==> src/rtl/prime_checker_seq_if.sv <==
// Request/result handshake for the sequential trial-division prime checker.
interface prime_checker_seq_if #(
  parameter int WIDTH = 8
);
  logic             start;
  logic [WIDTH-1:0] n;
  logic             busy;
  logic             done;
  logic             is_prime;

  modport master (output start, n, input busy, done, is_prime);
  modport slave  (input start, n, output busy, done, is_prime);
endinterface

==> src/rtl/prime_checker_seq.sv <==
// Sequential prime checker: one trial divisor per clock, done pulse plus held is_prime.
// Optional macro PRIME_ODD_SKIP_EN: after d=2, only odd divisors are tried.
module prime_checker_seq #(
  parameter int WIDTH = 8
) (
  input logic clk,
  input logic rst,
  prime_checker_seq_if.slave bus
);

  typedef enum logic {IDLE, CHECK} state_t;

  state_t             state_q;
  logic [WIDTH-1:0]   n_q;
  logic [WIDTH:0]     div_q;
  logic [WIDTH:0]     div_d;
  logic [2*WIDTH+1:0] sq;
  logic [2*WIDTH+1:0] n_ext;
  logic [WIDTH:0]     rem;
  logic               busy_q;
  logic               done_q;
  logic               prime_q;
  logic               n_small;
  logic               sq_above;
  logic               finish;

  // Square is carried at double width so the compare never wraps.
  assign sq       = {{(WIDTH+1){1'b0}}, div_q} * {{(WIDTH+1){1'b0}}, div_q};
  assign n_ext    = {{(WIDTH+2){1'b0}}, n_q};
  assign rem      = {1'b0, n_q} % div_q;
  assign n_small  = (n_q < WIDTH'(2));
  assign sq_above = (sq > n_ext);
  assign finish   = n_small || sq_above || (rem == '0);

`ifdef PRIME_ODD_SKIP_EN
  assign div_d = (div_q == (WIDTH+1)'(2)) ? (WIDTH+1)'(3) : div_q + (WIDTH+1)'(2);
`else
  assign div_d = div_q + (WIDTH+1)'(1);
`endif

  always_ff @(posedge clk) begin
    if (rst) begin
      state_q <= IDLE;
      n_q     <= '0;
      div_q   <= '0;
      busy_q  <= 1'b0;
      done_q  <= 1'b0;
      prime_q <= 1'b0;
    end else begin
      done_q <= 1'b0;
      case (state_q)
        IDLE: begin
          if (bus.start) begin
            n_q     <= bus.n;
            div_q   <= (WIDTH+1)'(2);
            busy_q  <= 1'b1;
            prime_q <= 1'b0;
            state_q <= CHECK;
          end
        end
        CHECK: begin
          if (finish) begin
            // Priority collapses to: prime iff n >= 2 and no divisor up to sqrt(n) hit.
            prime_q <= !n_small && sq_above;
            done_q  <= 1'b1;
            busy_q  <= 1'b0;
            state_q <= IDLE;
          end else begin
            div_q <= div_d;
          end
        end
        default: state_q <= IDLE;
      endcase
    end
  end

  assign bus.busy     = busy_q;
  assign bus.done     = done_q;
  assign bus.is_prime = prime_q;

endmodule

==> src/flat_wrapper.sv <==
// flat-port wrapper written by rule: the top's interface ports become plain ports
module prime_checker_seq_flat 
#(
  parameter int WIDTH = 8
)
  (clk, rst, bus_start, bus_n, bus_busy, bus_done, bus_is_prime);
  prime_checker_seq_if #(.WIDTH(WIDTH)) bus_i ();
  input logic clk;
  input logic rst;
  input wire logic [$bits(bus_i.start)-1:0] bus_start;
  input wire logic [$bits(bus_i.n)-1:0] bus_n;
  output wire logic [$bits(bus_i.busy)-1:0] bus_busy;
  output wire logic [$bits(bus_i.done)-1:0] bus_done;
  output wire logic [$bits(bus_i.is_prime)-1:0] bus_is_prime;
  assign bus_i.start = bus_start;
  assign bus_i.n = bus_n;
  assign bus_busy = bus_i.busy;
  assign bus_done = bus_i.done;
  assign bus_is_prime = bus_i.is_prime;
  prime_checker_seq #(.WIDTH(WIDTH)) u_core (.clk(clk), .rst(rst), .bus(bus_i));
endmodule
==> config.mk <==
export PLATFORM = sky130hd
export DESIGN_NAME = prime_checker_seq_flat
export DESIGN_NICKNAME = d
export VERILOG_FILES = /design/src/rtl/prime_checker_seq_if.sv /design/src/rtl/prime_checker_seq.sv /design/src/flat_wrapper.sv
export SDC_FILE = /design/constraint.sdc
export NUM_CORES = 1
export LEC_CHECK = 0
export ABC_AREA = 1
export CAP_MARGIN = 15
export CORE_MARGIN = 8
export CORE_UTILIZATION = 40
export CTS_CLUSTER_DIAMETER = 40
export DETAILED_ROUTE_END_ITERATION = 16
export SLEW_MARGIN = 30
export SYNTH_ARGS = -nofsm -noshare
export SYNTH_HDL_FRONTEND = slang
export SYNTH_SLANG_ARGS = --single-unit
==> constraint.sdc <==
create_clock -name clk -period 12.38 [get_ports clk]
set_input_delay 1.238 -clock clk [delete_from_list [all_inputs] [get_ports clk]]
set_output_delay 1.238 -clock clk [all_outputs]
set_load 0.03 [all_outputs]
After elaboration in Yosys (flattened, before gate mapping)
Cells that the tools add are included.
{"block": "op_classes", "muxes": 13, "eq_ne": 3, "n_bitwise": 1, "reduce_logical": 9, "n_mul": 1, "n_lt_le_gt_ge": 2, "add_sub_neg": 1, "shift": 0, "div": 1}
{"operator": "$gt 18x8->1", "count": 1}
{"operator": "$mul 9x9->18", "count": 1}
{"operator": "$mux 9", "count": 2}
{"operator": "$pmux 9 s2", "count": 1}
{"operator": "$add 9x1->9 const B", "count": 1}
{"operator": "$logic_not 9->1", "count": 1}
{"operator": "$mod 8x9->9", "count": 1}
{"operator": "$lt 8x2->1 const B", "count": 1}
{"operator": "$mux 1", "count": 7}
{"operator": "$ne 2x2->1 const B", "count": 3}
{"operator": "$pmux 1 s2", "count": 3}
{"operator": "$reduce_and 2->1", "count": 3}
{"operator": "$logic_or 1x1->1", "count": 2}
{"operator": "$reduce_or 2->1", "count": 1}
{"operator": "$logic_and 1x1->1", "count": 1}
{"operator": "$logic_not 1->1", "count": 1}
{"operator": "$not 1->1", "count": 1}
{"block": "totals", "memories": 0, "ram_bits": 0, "elab_cells": 37, "latch_bits": 0, "mem_bits_ro": 0, "ff_bits": 21, "input_bits": 11}

Logic depth before layout (Yosys ltp)
{"block": "logic_depth", "ltp_word": 6, "mapped_depth": 89, "mapped_depth_nobuf": 88}

Worst setup path after synthesis
No wires, ideal clock.
{"block": "synth_timing", "path_kind": "register -> register", "start": "register u_core.div_q[0]", "end": "register u_core.div_q[0]", "setup_slack_ps": 2357, "path_buffers": 1, "t_required_ps": 12266, "path_stages_with_launch": 80, "arrival_time_ps": 9910, "path_cell_list": "dfxtp_1 clkbuf_1 inv_1 ha_1 nand3_1 nor4_1 ha_1 nand3_1 nand2_1 nand2_1 nand2_1 and2_1 ha_1 nand2_1 nand3b_1 or2_2 nand4_1 nand2_1 [... 44 more ...] nand3_1 nand2_1 inv_1 ha_1 nand2_1 nor2_1 nor2_1 o21ai_0 xor2_1 nor2_1 nand4_1 nor2_1 nor2_1 nand4_4 nand2_2 inv_2 nor2_1 nor2_1"}
{"block": "synth_via", "elab_chain_cells": 6, "elab_cells_between_ends": 11, "classes_between": "1 x add/sub; 1 x mul; 1 x div; 1 x order compare; 1 x eq/ne; 2 x mux; 4 x reduce/logical"}
{"element": "from (decl)", "line": "prime_checker_seq.sv:15", "source": "logic [WIDTH:0] div_q;"}
{"element": "from (signal assigned)", "line": "prime_checker_seq.sv:55", "source": "div_q <= (WIDTH+1)'(2);"}
{"element": "from (signal assigned)", "line": "prime_checker_seq.sv:69", "source": "div_q <= div_d;"}
{"element": "branches (longest 6 deep; another with $mod 8x9->9)"}
Parallel ways; which one is timed is not known. The select of a mux whose other input is x is not followed.
A chain may end at the register's enable or synchronous reset.

Worst setup path in the final report
{"block": "layout_timing", "start": "register u_core.div_q[1]", "end": "register u_core.div_q[7]"}
Same word-level chain as after synthesis.

==> results.json <==
{
  "maxCapViolCount": 0,
  "crit_top_cell": "nand2_1",
  "area_growth_pct": 8.03,
  "finalHoldViolCount": 0,
  "ys_ff_latch": 21,
  "first_pass_iters": 5,
  "grt_pass1_wl_um": 25100,
  "cts_tree": "yes",
  "clock-sinks": 21,
  "vias": 5377,
  "final_cell_area_sq_um": 6180,
  "drt-vias-per-instance": 4.98,
  "worst_hold_slack_ns": 0.485,
  "num_rows": 43,
  "holdPathStages": 2,
  "period_needed_ns": 11.02,
  "synth_area_sq_um": 5720,
  "synth_edf_count": 0,
  "critPathCaptureType": "register",
  "tns_ns": 0,
  "grt_pass1_vias": 5231,
  "die_area_sq_um": 18400,
  "io_pins": 14,
  "clk_pin_slew_worst_paths_ns": 0.06,
  "seq_area_frac_synth_pct": 7.35,
  "max_freq_ghz": 0.0907,
  "yosysMostFrequentCell": "nand2_1",
  "cts_buffers": 3,
  "grt-ovfl-total": 0,
  "core_sq_um": 13900,
  "root_buffer": "clkbuf_16",
  "finalSetupViolCount": 0,
  "critical_path_class": "register to register",
  "worstReg2RegStart": "u_core.div_q[1]",
  "synth_warnings": 0,
  "clock_latency_ns": 0.27,
  "drt-total-wl_um": 14700,
  "n_antenna_cell": 0,
  "crit_path_start_kind": "register",
  "avgSynthCellArea_sq_um": 6.41,
  "ys_top_cells_by_count": "nand2_1, inv_1, ha_1, nand3_1, nor2_1",
  "die_w_um": 136,
  "place_congestion": 0.862,
  "reg2reg_setup_slack_ns": 1.36,
  "worst_slew_pin_slew_ns": 0.905,
  "dp.cells": 1073,
  "drt_iter0_markers": 290,
  "critPathMaxStageDelay_ns": 0.41,
  "critical_path_arrival_ns": 11.21,
  "rr_worst_depth": 78,
  "rsz0062_at_grt": "no",
  "postRouteAntennaNets": 0,
  "synthCells": 892,
  "outcome": "finished clean",
  "slew_headroom_pct": 39.5,
  "finalCritPeriodShare_pct": 89.0,
  "skew_ns": 0.00382,
  "async_flop_share_pct": 0,
  "grt_max_degree": 29,
  "slowest_stage": "dfxtp_2",
  "initial_core_util_pct": 41.1,
  "fin_nets": 1036,
  "htreeDepth": 1,
  "die_h_um": 136,
  "clk_path_buf_depth": 2,
  "portBuffers": 13,
  "slew_violations": 0,
  "holdBufCountCts": 0,
  "grt.total_usage_pct": 16.6,
  "rr_endpoint": "u_core.div_q[7]",
  "cp_max_fo": 13,
  "syn-num-nets": 1027,
  "synth_top_cell_by_area": "ha_1",
  "placed_area_sq_um": 6050,
  "min_from": "u_core.bus.is_prime",
  "synth_top_cell_area_share_pct": 19.2,
  "required_ns": 12.57,
  "antenna_found_initial": 0,
  "min_to": "u_core.bus.is_prime",
  "synthTopCellsByArea": "ha_1, nand2_1, fa_1",
  "finalNonFillerCells": 1080,
  "dp_hpwl_um": 12200,
  "synth.distinct_cells": 40,
  "drive_gt1_share_pct": 5.33,
  "wl_per_cell_um": 13.6,
  "hold_path_class": "register to register",
  "ys.flop_type": "dfxtp_1",
  "remaining_drc_errors": 0
}
## flip-flops by register name, summed over array words and instances (netlist names)
| register | count |
|---|---|
| u_core.div_q | 9 |
| u_core.n_q | 8 |
| u_core.bus.is_prime | 1 |
| u_core.state_q | 1 |
| u_core.bus.busy | 1 |
| u_core.bus.done | 1 |
## per-stage QoR
step           setup WS [ns]  utilization, %
2_1_floorplan           2.36               -
3_3_place_gp            1.20            43.4
5_1_grt               0.0129            44.4
6_report                1.36            44.4
4_1_cts                0.991            44.0
3_5_place_dp            1.04            43.4
## final cells by class
class	instances	area, sq um
repair buffers	22	198
flip-flops and latches	21	423
fillers	1485	7750
inverters	168	637
well taps	180	225
clock buffers	3	75.1
clock inverters	1	7.51
multi-input cells	685	4620
## worst max-delay path by stage
| stage | start | end |
|---|---|---|
| 3_3_place_gp | u_core.div_q[0] | u_core.div_q[0] |
| 5_1_grt | u_core.div_q[1] | u_core.div_q[5] |
| 6_report | u_core.div_q[1] | u_core.div_q[7] |
| 4_1_cts | u_core.div_q[0] | u_core.div_q[7] |
| 2_1_floorplan | u_core.div_q[0] | u_core.div_q[0] |
| 3_5_place_dp | u_core.div_q[0] | u_core.div_q[7] |
## layout by cell type (no fill, tap or decap), drive strengths merged
cell	n
nand2	231
inv	167
ha	88
nand3	79
nor2	62
a21oi	50
fa	36
xor2	28
o21ai	25
dfxtp	21
xnor2	16
nand4	15
clkdlybuf4s50	13
nor3	12
buf	9
or2	9
and2	7
nand3b	6
a211oi	4
o211ai	4
o21bai	3
clkbuf	3
a21o	2
clkinvlp	2
o21a	2
nor4	2
a22oi	1
a31oi	1
nand2b	1
o31ai	1
## repair_timing
item	4_1_cts	5_1_grt
gates resized for setup	0	7
setup endpoints to repair	0	13
setup buffers	0	3
## layer usage
| metal | routed length (um) | part of all wire [%] | track usage [%] | up-vias |
|---|---|---|---|---|
| li1 | - | - | - | 2849 |
| met1 | 7510 | 51 | 23.7 | 2435 |
| met2 | 6510 | 44 | 26.5 | 78 |
| met3 | 504 | 3.4 | 1.85 | 15 |
| met4 | 201 | 1.4 | 3.15 | 0 |
| met5 | 0 | 0 | 0 | - |
## critical path: cells and delay by family, from the launching register on
kind	cells	cell delay [ns]
simple gates	53	5.73
fa+ha+maj	9	2.72
buf+inv	11	1.11
compound gates	4	0.78
flops	1	0.41
xor+xnor	1	0.17
## logic make-up after synthesis
kind of cell,synth area share [%]
xor gates and xnor gates,6.74
buffers and inverters,12.3
and+or+nand+nor,32.9
AOI/OAI and AO/OA,8.90
adders and majority gates,31.8
DFF,7.35
Power is left out: the tool's default activity adds up to more than one toggle a clock period on the data nets, which glitch-free logic cannot reach.
==> patch: new RTL, config.mk and constraints unchanged <==
Build with the macro `PRIME_ODD_SKIP_EN` defined.
--- a/src/rtl/prime_checker_seq.sv
+++ b/src/rtl/prime_checker_seq.sv
@@ -1,5 +1,7 @@
 // Sequential prime checker: one trial divisor per clock, done pulse plus held is_prime.
 // Optional macro PRIME_ODD_SKIP_EN: after d=2, only odd divisors are tried.
+`define PRIME_ODD_SKIP_EN
+
 module prime_checker_seq #(
   parameter int WIDTH = 8
 ) (
Function: changed (Yosys sat finds a counterexample within 10 cycles, from zero or initial values and one cycle with rst high).
==> patch against the unedited design <==
Synthesized area about the same; clock skew increased by 1.4 ps; sequential cell count did not move; sequential share of layout area is 0.065 points higher; largest cell class unchanged; routed wire length down 6.2%; critical endpoint is now u_core.div_q[0]; cell area shrank 1.2%; worst setup slack improved by 6.3 ps.
Power is left out: the tool's default activity adds up to more than one toggle a clock period on the data nets, which glitch-free logic cannot reach.
==> patch: results (changes against the unedited design) <==
worst r2r src=u_core.div_q[3]; Layout Skew=5.195 ps (+1.374 ps); Longest Clk Path Bufs=2 (unchanged); Worst Path Arrival=11200 ps (about the same); overall fraction of global-route tracks in use=15.32% (-1.3 points); critical-path maximum fanout=15 (+2); fillers=1457 (-1.9%); GRT met3 Usage=1.372% (-0.48 points); reg2reg path depth=79 (+1.3%); Critical Path Slowest Stage Cell=dfxtp_1; GRT met1 Usage=22.26% (-1.4 points); Hold Path Sink=u_core.bus.busy; vias in the first global route=4995 (-4.5%); Slew HR=39.17% (-0.32 points); layout cells sized above 1=5.444% (+0.11 points); pin count of the biggest net entering global routing=30 (+3.4%); # nets final=1035 (-0.097%); total routed wirelength=13810 um (-6.2%); CP max stage delay=720 ps (+310 ps); Commonest cells post-synth=238 x nand2_1, 163 x inv_1, 87 x ha_1, 73 x nand3_1, 62 x nor2_1; Hold Path Stages=2 (unchanged); dominant synthesized flop cell=dfxtp_1; distinct cell type count after synthesis=45 (+13%); port bufs=13 (unchanged); min-delay src=u_core.bus.busy; Yosys warning count=0 (unchanged); met2 routed WL=6094 um (-6.4%); post-CTS setup buffer count=0 (unchanged); first-pass GRT wire length=23430 um (-6.8%); Via density=4.933 (-0.91%); DP Wirelength=11590 um (-5.3%); reg2reg end=u_core.div_q[0]; total CTS buffers=3 (unchanged); met1 WL=7121 um (-5.2%); antenna violations before repair=0 (unchanged); Area contributors post-synth=ha_1 19%, nand2_1 16%, fa_1 13%, inv_1 11%, dfxtp_1 7.3%; final setup violating endpoints=0 (unchanged); Worst-Skew Late Latency=260 ps; ANT cells=0 (unchanged); sequential element share of the synthesized area=7.344% (about the same); largest registers=u_core.div_q x9, u_core.n_q x8; Top Family by Delay on Critical Path=simple AND/OR/NAND/NOR gates; Placer Congestion=0.8739 (+1.4%); FFs w/ async S/R, synth=0% (unchanged); Top Layer Used=met4; DRT iter0 DRCs=352 (+21%); WL met3=447 um (-11%); Synth top area share=19.02% (-0.23 points); met2 Use GR=24.45% (-2.0 points); status=complete, no violations; DRT Pass-1 Iters=5 (unchanged)
## patch: changes by cell type after synthesis, sizes merged, moves of 3 or more
cell,before,now
nor2,62,68
nand2,231,246
nor3,12,6
xnor2,16,8
nand3,79,76
nand4,15,8
inv,168,173
## patch: per-stage QoR
step | util, % | worst slack [ps] | hold WS (ps) | instances | cell area [um2]
after CTS | 43.80 | 1327 | 489.3 | 1080 | 6103
after detailed placement | 43.21 | 1352 | 476.2 | 1076 | 6021
after global placement | 43.21 | 1387 | 469.8 | 1076 | 6021
final | 43.81 | 1365 | 486.9 | 1080 | 6105
after global routing | 43.81 | 96.62 | 531.5 | 1080 | 6105
after floorplan | - | 2757 | 474.2 | 900 | 5724
## patch: logic make-up (layout without fill, tap and decap cells)
logic type	after synthesis	after routing	synth area share (%)
xor+xnor	34	34	5.202
simple gates	432	432	33.42
fa+ha+maj	123	123	31.61
buf+inv	192	192	12.72
compound gates	97	97	9.640
flops	21	21	7.344
other cells	1	1	0.06551
## patch: how the worst max path moves through the flow
stage / start / to / slack [ps] / cells after the start
floorplan: u_core.div_q[0] / u_core.div_q[3] / 2760 / 83
global placement: u_core.div_q[0] / u_core.div_q[0] / 1390 / 81
detailed placement: u_core.div_q[0] / u_core.div_q[0] / 1350 / 80
CTS: u_core.div_q[0] / u_core.div_q[0] / 1330 / 81
global route: u_core.div_q[3] / u_core.div_q[0] / 100 / 84
finish: u_core.div_q[3] / u_core.div_q[0] / 1360 / 79
## patch: area by class of cell
type,instances,area (um2),share of cell area (%)
Multi-Input combinational cell,687,4576,74.95
Inverter,173,654.4,10.72
Sequential cell,21,421.7,6.907
Tap cell,180,225.2,3.689
Timing Repair Buffer,15,145.1,2.378
Clock buffer,3,75.07,1.230
Clock inverter,1,7.507,0.1230
